### src/rtl/trap_unit.sv
// ---------------------------------------------------------------------------
// trap_unit
//   Machine-mode trap/return sequencer. Once per visit of the core FSM to its
//   CONTROL stage it either takes a trap (fault, external or software
//   interrupt), executes an mret, or does nothing. Trap entry updates
//   mepc/mcause/mtval/mstatus and emits a one-cycle redirect to mtvec; mret
//   restores mstatus.MIE and redirects to mepc. Also holds the trap CSRs and
//   exports the interrupt-enable gates used by the core's interrupt sources.
//
// Ports
//   clk, reset_n         clock, asynchronous active-low reset
//   control_stage        CONTROL stage active (>=2 cycles per visit)
//   control_op           00 trap, 01 ext_int, 10 sw_int, 11 normal
//   fault_num            fault code for control_op 00
//   mret                 instruction is mret (only with control_op 11)
//   pc                   PC of the faulting/interrupted instruction
//   fault_addr           offending address for memory faults
//   instr                raw instruction word (mtval on illegal instruction)
//   csr_addr/wr_en/wdata CSR access port (writes apply at the clock edge)
//   csr_rdata            combinational CSR read, 0 for unmapped addresses
//   redirect_valid/pc    one-cycle fetch redirect; pc holds between pulses
//   ext_int_en           mstatus.MIE & mie.MEIE
//   sw_int_en            mstatus.MIE & mie.MSIE
// ---------------------------------------------------------------------------
module trap_unit #(
  parameter int unsigned     XLEN        = 32,
  parameter logic [XLEN-1:0] MTVEC_RESET = '0
) (
  input  logic            clk,
  input  logic            reset_n,
  input  logic            control_stage,
  input  logic [1:0]      control_op,
  input  logic [2:0]      fault_num,
  input  logic            mret,
  input  logic [XLEN-1:0] pc,
  input  logic [XLEN-1:0] fault_addr,
  input  logic [XLEN-1:0] instr,
  input  logic [11:0]     csr_addr,
  input  logic            csr_wr_en,
  input  logic [XLEN-1:0] csr_wdata,
  output logic [XLEN-1:0] csr_rdata,
  output logic            redirect_valid,
  output logic [XLEN-1:0] redirect_pc,
  output logic            ext_int_en,
  output logic            sw_int_en
);

  localparam logic [11:0] CSR_MSTATUS = 12'h300;
  localparam logic [11:0] CSR_MIE     = 12'h304;
  localparam logic [11:0] CSR_MTVEC   = 12'h305;
  localparam logic [11:0] CSR_MEPC    = 12'h341;
  localparam logic [11:0] CSR_MCAUSE  = 12'h342;
  localparam logic [11:0] CSR_MTVAL   = 12'h343;

  localparam logic [1:0] OP_TRAP   = 2'b00;
  localparam logic [1:0] OP_EXT    = 2'b01;
  localparam logic [1:0] OP_SW     = 2'b10;
  localparam logic [1:0] OP_NORMAL = 2'b11;

  localparam logic [XLEN-1:0] ALIGN_MASK = {{(XLEN-2){1'b1}}, 2'b00};
  localparam logic [XLEN-1:0] CAUSE_EXT  = {1'b1, {(XLEN-5){1'b0}}, 4'd11};
  localparam logic [XLEN-1:0] CAUSE_SW   = {1'b1, {(XLEN-5){1'b0}}, 4'd3};

  typedef enum logic [1:0] {
    IDLE,
    CAPTURE,
    COMMIT,
    DONE
  } state_t;

  state_t          state;
  logic            control_stage_q;

  logic [1:0]      op_q;
  logic [2:0]      fault_q;
  logic            mret_q;
  logic [XLEN-1:0] pc_q;
  logic [XLEN-1:0] addr_q;
  logic [XLEN-1:0] instr_q;

  logic            mstatus_mie;
  logic            mstatus_mpie;
  logic            mie_meie;
  logic            mie_msie;
  logic [XLEN-1:0] mtvec;
  logic [XLEN-1:0] mepc;
  logic [XLEN-1:0] mcause;
  logic [XLEN-1:0] mtval;

  logic            commit_trap;
  logic            commit_mret;
  logic [2:0]      fault_code;
  logic [XLEN-1:0] trap_cause;
  logic [XLEN-1:0] trap_val;

  // Visit sequencer. control_stage_q resets high so that a CONTROL stage
  // already in progress when reset is released is not mistaken for a new
  // visit. The redirect is decided on the CAPTURE->COMMIT edge from the same
  // values being latched, so the pulse lands in the COMMIT cycle.
  always_ff @(posedge clk or negedge reset_n) begin
    if (!reset_n) begin
      state           <= IDLE;
      control_stage_q <= 1'b1;
      op_q            <= OP_NORMAL;
      fault_q         <= 3'b000;
      mret_q          <= 1'b0;
      pc_q            <= '0;
      addr_q          <= '0;
      instr_q         <= '0;
      redirect_valid  <= 1'b0;
      redirect_pc     <= '0;
    end else begin
      control_stage_q <= control_stage;
      redirect_valid  <= 1'b0;
      case (state)
        IDLE: begin
          if (control_stage && !control_stage_q) begin
            state <= CAPTURE;
          end
        end
        CAPTURE: begin
          state   <= COMMIT;
          op_q    <= control_op;
          fault_q <= fault_num;
          mret_q  <= mret;
          pc_q    <= pc;
          addr_q  <= fault_addr;
          instr_q <= instr;
          if (control_op != OP_NORMAL) begin
            redirect_valid <= 1'b1;
            redirect_pc    <= mtvec;
          end else if (mret) begin
            redirect_valid <= 1'b1;
            redirect_pc    <= mepc;
          end
        end
        COMMIT: begin
          state <= DONE;
        end
        DONE: begin
          if (!control_stage) begin
            state <= IDLE;
          end
        end
        default: begin
          state <= IDLE;
        end
      endcase
    end
  end

  // Trap cause/value from the latched visit. Fault code 011 is folded into
  // illegal instruction (010), which also selects the instruction word as mtval.
  always_comb begin
    fault_code = (fault_q == 3'b011) ? 3'b010 : fault_q;
    case (op_q)
      OP_EXT:  trap_cause = CAUSE_EXT;
      OP_SW:   trap_cause = CAUSE_SW;
      default: trap_cause = {{(XLEN-3){1'b0}}, fault_code};
    endcase
    if (op_q != OP_TRAP) begin
      trap_val = '0;
    end else if (fault_code == 3'b010) begin
      trap_val = instr_q;
    end else begin
      trap_val = addr_q;
    end
  end

  assign commit_trap = (state == COMMIT) && (op_q != OP_NORMAL);
  assign commit_mret = (state == COMMIT) && (op_q == OP_NORMAL) && mret_q;

  // CSR storage. Software writes are applied first and the commit updates
  // afterwards, so the commit overrides a same-cycle write only for the
  // registers it actually touches.
  always_ff @(posedge clk or negedge reset_n) begin
    if (!reset_n) begin
      mstatus_mie  <= 1'b0;
      mstatus_mpie <= 1'b0;
      mie_meie     <= 1'b0;
      mie_msie     <= 1'b0;
      mtvec        <= MTVEC_RESET & ALIGN_MASK;
      mepc         <= '0;
      mcause       <= '0;
      mtval        <= '0;
    end else begin
      if (csr_wr_en) begin
        case (csr_addr)
          CSR_MSTATUS: begin
            mstatus_mie  <= csr_wdata[3];
            mstatus_mpie <= csr_wdata[7];
          end
          CSR_MIE: begin
            mie_msie <= csr_wdata[3];
            mie_meie <= csr_wdata[11];
          end
          CSR_MTVEC:  mtvec  <= csr_wdata & ALIGN_MASK;
          CSR_MEPC:   mepc   <= csr_wdata & ALIGN_MASK;
          CSR_MCAUSE: mcause <= csr_wdata;
          CSR_MTVAL:  mtval  <= csr_wdata;
          default: begin
          end
        endcase
      end
      if (commit_trap) begin
        mepc         <= pc_q & ALIGN_MASK;
        mcause       <= trap_cause;
        mtval        <= trap_val;
        mstatus_mpie <= mstatus_mie;
        mstatus_mie  <= 1'b0;
      end else if (commit_mret) begin
        mstatus_mie  <= mstatus_mpie;
        mstatus_mpie <= 1'b1;
      end
    end
  end

  // CSR read mux; only the implemented mstatus/mie bits read back as set.
  always_comb begin
    csr_rdata = '0;
    case (csr_addr)
      CSR_MSTATUS: begin
        csr_rdata[3] = mstatus_mie;
        csr_rdata[7] = mstatus_mpie;
      end
      CSR_MIE: begin
        csr_rdata[3]  = mie_msie;
        csr_rdata[11] = mie_meie;
      end
      CSR_MTVEC:  csr_rdata = mtvec;
      CSR_MEPC:   csr_rdata = mepc;
      CSR_MCAUSE: csr_rdata = mcause;
      CSR_MTVAL:  csr_rdata = mtval;
      default:    csr_rdata = '0;
    endcase
  end

  assign ext_int_en = mstatus_mie & mie_meie;
  assign sw_int_en  = mstatus_mie & mie_msie;

endmodule

### config.mk
export PLATFORM = sky130hd
export DESIGN_NAME = trap_unit
export DESIGN_NICKNAME = d
export VERILOG_FILES = /design/src/rtl/trap_unit.sv
export SDC_FILE = /design/constraint.sdc
export NUM_CORES = 1
export LEC_CHECK = 0
export ABC_AREA = 1
export CAP_MARGIN = 30
export CORE_UTILIZATION = 35
export DETAILED_ROUTE_END_ITERATION = 8
export GPL_ROUTABILITY_DRIVEN = 0
export HOLD_SLACK_MARGIN = 0.03
export PLACE_DENSITY = 0.62
export SKIP_LAST_GASP = 1
export SYNTH_ARGS = -nofsm -noshare
export SYNTH_HDL_FRONTEND = slang
export SYNTH_SLANG_ARGS = --single-unit
### constraint.sdc
create_clock -name clk -period 3.2 [get_ports clk]
set_input_delay 0.64 -clock clk [delete_from_list [all_inputs] [get_ports clk]]
set_output_delay 0.64 -clock clk [all_outputs]
set_load 0.01 [all_outputs]
# After elaboration in Yosys (flattened, before gate mapping)
# Index checks and enable logic that the tools add are counted.
# Widths: inputs -> output; s select.
[classes]
n_mux = 36
mul = 0
shift = 0
bitwise_logic = 2
n_reduce_logical = 22
div = 0
eq_ne = 18
add_sub_neg = 0
n_lt_le_gt_ge = 0
[ops]
columns = ["cell", "count"]
rows = [
  ["$mux 32", 13],
  ["$pmux 20 s4", 1],
  ["$eq 12x10->1 const B", 6],
  ["$pmux 32 s2", 1],
  ["$pmux 3 s4", 3],
  ["$reduce_and 2->1", 8],
  ["$reduce_bool 2->1", 6],
  ["$mux 1", 11],
  ["$pmux 1 s5", 2],
  ["$eq 2x2->1 const B", 4],
  ["$ne 2x2->1 const B", 4],
  ["$pmux 2 s4", 1],
  ["$eq 3x2->1 const B", 2],
  ["$pmux 1 s6", 1],
  ["$reduce_bool 3->1", 2],
  ["$eq 2x1->1 const B", 2],
  ["$logic_and 1x1->1", 4],
  ["$mux 2", 2],
  ["$mux 3", 1],
  ["$and 1x1->1", 2],
  ["$logic_not 2->1", 1],
  ["$logic_not 1->1", 1],
]
[totals]
mem_bits_rw = 0
latchBits = 0
rom_bits = 0
inputBits = 150
out_inout_bits = 67
register_bits = 268
n_memories = 0
elab_cells = 96

# Logic depth before layout (Yosys ltp)
# Gate-level depths: netlist of the first run.
[depth]
ltp_word = 6
ltp_mapped = 10
depth_no_buf = 9

# Worst setup path after synthesis of the first run
# No wires, ideal clock.
[synth_path]
path_kind = "input to output"
startpoint = "input csr_addr[11]"
endpoint = "output csr_rdata[29]"
path_slack_ns = 1.000
required_time_ns = 2.560
t_arrival_ns = 1.560
path_stages = 7
path_cell_list = "nor2_1 nand2_2 nor2_4 buf_4 buf_4 nand3_1 nand4_1"
[synth_between]
elab_chain_len = 2
word_cells_on_any_way = 5
classes_between = "eq/ne: 4; mux: 1"
[synth_rtl]
columns = ["item", "line_no", "text"]
rows = [
  ["from (decl)", "38", "input logic [11:0] csr_addr,"],
  ["$eq 12x10->1", "221", "case (csr_addr)"],
  ["$pmux 20 s4 (*)", "221", ""],
  ["to (decl)", "41", "output logic [XLEN-1:0] csr_rdata,"],
]
# Mark *: on every way between the ends. The rest lies on a longest branch, timed or not.

# Final worst setup path of the first run
[layout_path]
startpoint = "input csr_addr[6]"
endpoint = "output csr_rdata[11]"
[layout_between]
elab_chain_len = 2
word_cells_on_any_way = 6
classes_between = "eq/ne: 5; mux: 1"
[layout_rtl]
columns = ["item", "line_no"]
rows = [
  ["$eq 12x10->1", "221"],
  ["$pmux 1 s5 (*)", "221"],
]
# Marked as above.

==> results of run 1 <==
==> critical path: stages <==
cell and delay (ns):
clkdlybuf4s50_1 0.50, inv_1 0.05, nor2_1 0.07, nand2_1 0.09, nor2_4 0.13, buf_12 0.14, buf_12 0.14, nand3_1 0.06
o21ai_1 0.09, inv_1 0.05, nand2_1 0.11, clkdlybuf4s50_1 0.55
==> cells in the final DEF, fill, tap and decap left out, types with 2 or more instances in the layout <==
cell,n
clkbuf_8,6
inv_2,3
ha_1,7
clkbuf_16,32
nor2_1,41
buf_4,17
nand2_2,4
o21ai_0,173
mux2_2,64
nor2_4,5
a21oi_1,34
conb_1,2
clkinv_2,7
nand3_2,2
bufinv_16,5
dfrtp_1,259
nand4_1,27
nor2_2,5
nand3_1,222
a31oi_1,30
buf_12,16
clkbuf_1,5
clkdlybuf4s50_1,183
dfstp_2,3
dlymetal6s2s_1,18
o21ai_1,24
dlygate4sd2_1,10
inv_1,63
nand2_1,368
==> path summary, 6_finish.rpt <==
check                                              endpoint  slack, ns  cells after the start
worst min register to register        mtval[31]$_DFFE_PN0P_       0.48                      2
min in group clk                      mtval[31]$_DFFE_PN0P_       0.48                      2
max in group asynchronous       redirect_pc[18]$_DFFE_PN0P_       2.28                      2
worst max register to register         mtval[8]$_DFFE_PN0P_       0.87                      6
worst max-delay path                          csr_rdata[11]      -0.08                     12
worst min-delay path                 instr_q[3]$_DFFE_PN0P_       0.04                      1
==> state kept, by name, summed over array words and instances (netlist names) <==
signal	count
instr_q	32
mtvec	30
op_q	2
mstatus_mpie	1
redirect_valid	1
pc_q	30
control_stage_q	1
mie_msie	1
mcause	32
addr_q	32
state	2
mret_q	1
mie_meie	1
mstatus_mie	1
redirect_pc	30
mtval	32
fault_q	3
mepc	30
==> layout make-up <==
cell class | instances | share of cell area (%)
flip-flops and latches | 262 | 40.28
clock buffers | 40 | 5.078
inverters | 66 | 1.521
clock inverters | 13 | 1.183
multi-input cells | 1014 | 31.75
diodes | 1 | 0.01537
well taps | 455 | 3.496
repair buffers | 249 | 16.67
==> stage by stage <==
| stage | util, % | total power [W] |
|---|---|---|
| floorplan | - | 0.008464 |
| global placement | 43.29 | 0.01013 |
| detailed placement | 43.29 | 0.01027 |
| CTS | 46.35 | 0.01383 |
| global route | 46.79 | 0.01467 |
| finish | 46.80 | 0.01377 |
==> per-layer routing <==
| layer | up-vias | GRT usage (%) | routed length, µm |
|---|---|---|---|
| met5 | - | 0 | 50 |
| met2 | 529 | 29.01 | 16280 |
| met1 | 5142 | 33.25 | 18790 |
| li1 | 5236 | - | - |
| met3 | 50 | 4.785 | 3892 |
| met4 | 8 | 4.831 | 660 |
==> cell usage after synthesis <==
library cell / count / area share, %
nand3_2: 2 / 0.16
o21ai_0: 173 / 6.9
ha_1: 8 / 0.80
nand4_1: 27 / 1.4
buf_1: 10 / 0.30
o211ai_1: 1 / 0.060
dfstp_2: 3 / 0.63
nand2_1: 369 / 11
nand2_2: 4 / 0.20
a21oi_1: 34 / 1.4
dfrtp_1: 259 / 52
o31ai_1: 1 / 0.060
nor2_1: 44 / 1.3
a31oi_1: 30 / 1.5
mux2_2: 64 / 5.8
nor3_1: 1 / 0.040
inv_2: 3 / 0.090
o21ai_1: 24 / 0.96
conb_1: 1 / 0.030
o21a_1: 1 / 0.060
clkbuf_1: 47 / 1.4
buf_4: 22 / 1.3
nor2_2: 2 / 0.10
nor2_4: 5 / 0.45
nand3_1: 222 / 8.9
buf_2: 32 / 1.3
inv_1: 63 / 1.9
==> logic make-up (layout without fill, tap and decap cells) <==
family	count (synthesis)	count (layout)	synth area share, %
DFF	262	262	52.54
AOI/OAI and AO/OA	264	264	10.94
buffers and inverters	177	368	6.303
muxes	64	64	5.772
other	1	3	0.03003
adders and majority gates	8	8	0.8016
and+or+nand+nor	676	676	23.62
==> power by group <==
group          switching, W  leakage [nW]  total, W  internal [W]
clock               0.00135         0.505   0.00355       0.00220
sequential         0.000864          3.24   0.00552       0.00465
combinational       0.00272          3.86   0.00471       0.00199
total               0.00493          7.60    0.0138       0.00884
==> repair_timing <==
action | in CTS | in global routing
endpoints found under the setup margin | 30 | 22
buffers inserted | 1 | 3
hold endpoints to repair | 0 | 0
hold buffers | 0 | 0
gates cloned | 1 | 3
pin swaps | 1 | 1
resized for setup | 11 | 18
==> summary.txt, run 1 <==
failing checks - setup timing
die area - 36440 µm²
Setup-failing EPs final - 4
Rows - 68
Max-slew headroom - 36.87%
initial core utilization - 35.88%
clk root buf - clkbuf_16
yosys warns - 0
fill cell count - 3319
Port Buf Inserts - 212
clk_lat worst skew - 0.55 ns
placed insts - 2038
Post-DP Area - 15070 µm²
post-route antenna net violation count - 0
Mapped Area - 12490 µm²
Hold Path Class - input port to asynchronous set/reset pin
Crit path required time - 2.56 ns
first-pass GRT wire length - 59890 µm
critical path class - input port to primary output
TNS Setup - -0.1990 ns
Slew @ Worst Pin - 0.9447 ns
die width - 190.9 µm
Core Region - 34800 µm²
CP max FO - 10
final WL - 39670 µm
minimum clock period - 3.283 ns
fmax - 0.3046 GHz
Final Hold Slack - 0.04273 ns
Overflow after GRT - 0
area grow syn2layout - 30.42%
initial antenna violation count - 4
Initial DRT Pass Iterations - 6
final setup skew - 0.01064 ns
largest net degree at the start of global routing - 135
DR DRC count - 0
static leakage - 7.602 nW
fraction of layout cells with a size suffix above 1 - 10.58%
CTS tree - done
final hold vios - 0
Worst-path clk slew - 0.05 ns
Global Route Usage Sum - 21.21%
Max Slew Vio Count - 0
Clock Sinks - 262
DRT iter0 DRCs - 1196
cell area after layout - 16290 µm²
nets - 1780
Setup crit start - csr_addr[6]
Worst VDD drop - 503.3 µV
total CTS buffers - 29
Routed WL per cell - 18.89 µm
CTS H-tree lvls - 1
HPWL after detailed placement - 27590 µm
power density cells - 845.8 nW/µm²
Final Non-Filler Cells - 2100
Synth Register Bits - 262
Final WS setup - -0.08250 ns
deepest clock path buffer count - 3
Syn Inst Count - 1452
worst path arrival time - 2.64 ns
status - finished, violations left
max-cap violations - 0
Tcrit/Tclk final - 102.6%
vias in the first global route - 10.08k
pre-CTS setup slack - -0.06888 ns
vias - 10.97k
vias per std cell - 5.221
Storage cell area - 6560 µm²
CP endpoint kind - primary output
Vert. Die Dim - 190.9 µm
Cell variety after synth - 27
post-synthesis average cell area - 8.600 µm²
area of the multi-input gates - 5171 µm²
total I/O pin count - 217
CP Launch Type - input port
RSZ-0062 raised after global routing - yes
sequential fraction of the synthesis area - 52.54%
Reg-to-Reg Start - fault_q[2]$_DFFE_PN0P_
(Power assumes the default switching activity.)
==> run 2: changes to the inputs <==
--- a/config.mk
+++ b/config.mk
@@ -6,13 +6,13 @@
 export NUM_CORES = 1
 export LEC_CHECK = 0
 export ABC_AREA = 1
-export CAP_MARGIN = 30
 export CORE_UTILIZATION = 35
 export DETAILED_ROUTE_END_ITERATION = 8
 export GPL_ROUTABILITY_DRIVEN = 0
 export HOLD_SLACK_MARGIN = 0.03
 export PLACE_DENSITY = 0.62
 export SKIP_LAST_GASP = 1
+export SLEW_MARGIN = 10
 export SYNTH_ARGS = -nofsm -noshare
 export SYNTH_HDL_FRONTEND = slang
 export SYNTH_SLANG_ARGS = --single-unit
==> results of run 2 <==
Final layout, timing and power as in run 1 (identical DEF).
==> run 3: changes to the inputs <==
--- a/config.mk
+++ b/config.mk
@@ -11,6 +11,7 @@
 export GPL_ROUTABILITY_DRIVEN = 0
 export HOLD_SLACK_MARGIN = 0.03
 export PLACE_DENSITY = 0.62
+export RECOVER_POWER = 25
 export SKIP_LAST_GASP = 1
 export SLEW_MARGIN = 10
 export SYNTH_ARGS = -nofsm -noshare
==> run 3 against run 2 <==
The run ends with capacitance limit, slew limit, setup timing left. Hold slack gained 0.43 ns. Non-clock buffer count stayed put. Sequential share of layout area is 0.087 points higher. Largest power group unchanged. Final cell count barely moved. Critical endpoint unchanged. Flip-flop and latch count unchanged. Critical path type unchanged. Clock skew decreased by 0.00071 ns. Power about the same. Cell area decreased by 0.21%. Core utilization decreased by 0.10 points.
==> summary.txt, run 3 (synthesized netlist as in run 1, its figures left out) <==
Tcrit/Tclk final - 102.5%
max-cap violations - 1
fill cell count - 3323
fmax - 0.3050 GHz
Slew @ Worst Pin - 1.757 ns
Max Slew Vio Count - 65
static leakage - 7.589 nW
RSZ-0062 raised after global routing - yes
Hold Path Class - flip-flop to flip-flop
Clock Sinks - 262
Overflow after GRT - 0
Worst VDD drop - 503.9 µV
total I/O pin count - 217
first-pass GRT wire length - 59890 µm
Port Buf Inserts - 212
largest net degree at the start of global routing - 135
final WL - 39700 µm
deepest clock path buffer count - 3
Routed WL per cell - 18.89 µm
area grow syn2layout - 30.14%
Hold-fix buffers, CTS - 0
Slowest cell on crit path - clkdlybuf4s50_1
CTS tree - done
initial core utilization - 35.88%
CP Launch Type - input port
CP endpoint kind - primary output
fraction of layout cells with a size suffix above 1 - 10.58%
Initial DRT Pass Iterations - 7
final setup skew - 0.009926 ns
most frequent cells in the layout - nand2_1 (368), dfrtp_1 (259), nand3_1 (222), clkdlybuf4s50_1 (182), o21ai_0 (173)
Core Region - 34800 µm²
Max-slew headroom - -17.14%
clk root buf - clkbuf_16
vias - 10.89k
DR DRC count - 0
initial antenna violation count - 4
crit-path max cell delay - 0.55 ns
Post-DP Area - 15070 µm²
post-route antenna net violation count - 0
Final WS setup - -0.07896 ns
CP cell instances - clkdlybuf4s50_1 > inv_1 > nor2_1 > nand2_1 > nor2_4 > buf_12 > buf_12 > nand3_1 > o21ai_1 > inv_1 > nand2_1 > clkdlybuf4s50_1
clk_lat worst skew - 0.55 ns
vias per std cell - 5.183
die width - 190.9 µm
DRT iter0 DRCs - 1149
critical path class - input port to primary output
Worst-path clk slew - 0.06 ns
minimum clock period - 3.279 ns
final hold vios - 0
power density cells - 847.8 nW/µm²
die area - 36440 µm²
Final Hold Slack - 0.4754 ns
Util after Layout - 46.70%
Vert. Die Dim - 190.9 µm
total CTS buffers - 29
commonest non-fill, non-tap cell in the layout - nand2_1
worst path arrival time - 2.64 ns
cell area after layout - 16250 µm²
Rows - 68
Critical path buffers and inverters - 6
Crit path max-delay family - buffers and inverters
Crit path required time - 2.56 ns
nets - 1780
status - finished, violations left
Setup-failing EPs final - 4
CP max FO - 10
vias in the first global route - 10.08k
CTS H-tree lvls - 1
HPWL after detailed placement - 27590 µm
Global Route Usage Sum - 21.21%
failing checks - capacitance limit, slew limit, setup timing
-- run 3: per-stage QoR --
stage / setup TNS, ns / cells / setup WS, ns / power (W)
floorplan: 0 / 1453 / 0.9999 / 0.008464
global placement: -1.172 / 2038 / -0.1010 / 0.01013
detailed placement: -0.5857 / 2038 / -0.06888 / 0.01027
CTS: -0.8574 / 2093 / -0.08345 / 0.01383
global route: -1.375 / 2099 / -0.1926 / 0.01466
finish: -0.2046 / 2101 / -0.07896 / 0.01378
-- run 3: timing repair --
item | in CTS | in global routing
pin swaps | 1 | 1
resized for setup | 11 | 18
gates cloned | 1 | 3
buffers inserted | 1 | 3
setup endpoints to repair | 30 | 22
-- run 3: worst reg2reg max path, stage by stage (launching register included) --
cell and delay (ns):
dfrtp_1 0.37, inv_2 0.44, nand2_1 0.74, o21ai_0 0.47, o21ai_1 0.09, nand2_1 0.06
nand2_1 0.06
-- run 3: path summary, 6_finish.rpt --
check / endpoint / slack, ns / depth (start not counted) / start
setup / recovery: csr_rdata[11] / -0.08 / 12 / csr_addr[6]
hold / removal: mtval[31]$_DFFE_PN0P_ / 0.48 / 2 / mtval[31]$_DFFE_PN0P_
setup reg to reg: mtval[8]$_DFFE_PN0P_ / 0.86 / 6 / fault_q[2]$_DFFE_PN0P_
hold reg to reg: mtval[31]$_DFFE_PN0P_ / 0.48 / 2 / mtval[31]$_DFFE_PN0P_
max in group asynchronous: mtvec[24]$_DFFE_PN0P_ / 0.53 / 2 / reset_n
min in group asynchronous: instr_q[3]$_DFFE_PN0P_ / 0.55 / 1 / reset_n
-- run 3: per-layer routing --
layer / up-vias / global-route usage [%] / share of wire, %
met4: 6 / 4.831 / 1.6
met5: - / 0 / 0.11
met3: 46 / 4.785 / 9.5
met1: 5110 / 33.25 / 48
met2: 486 / 29.01 / 41
li1: 5241 / - / -
-- run 3: where the power goes --
group / switching [W] / internal [W]
clock network: 0.00136 / 0.00220
registers: 0.000868 / 0.00465
logic: 0.00272 / 0.00198
total: 0.00494 / 0.00884
-- run 3: cell type report --
| type | count | area (µm²) | area share [%] |
|---|---|---|---|
| Sequential cell | 262 | 6560 | 40.37 |
| Timing Repair Buffer | 249 | 2678 | 16.48 |
| Clock buffer | 40 | 827.0 | 5.089 |
| Inverter | 66 | 247.7 | 1.524 |
| Clock inverter | 13 | 192.7 | 1.186 |
| Multi-Input combinational cell | 1014 | 5171 | 31.82 |
| Antenna cell | 2 | 5.005 | 0.03080 |
| Tap cell | 455 | 569.3 | 3.503 |
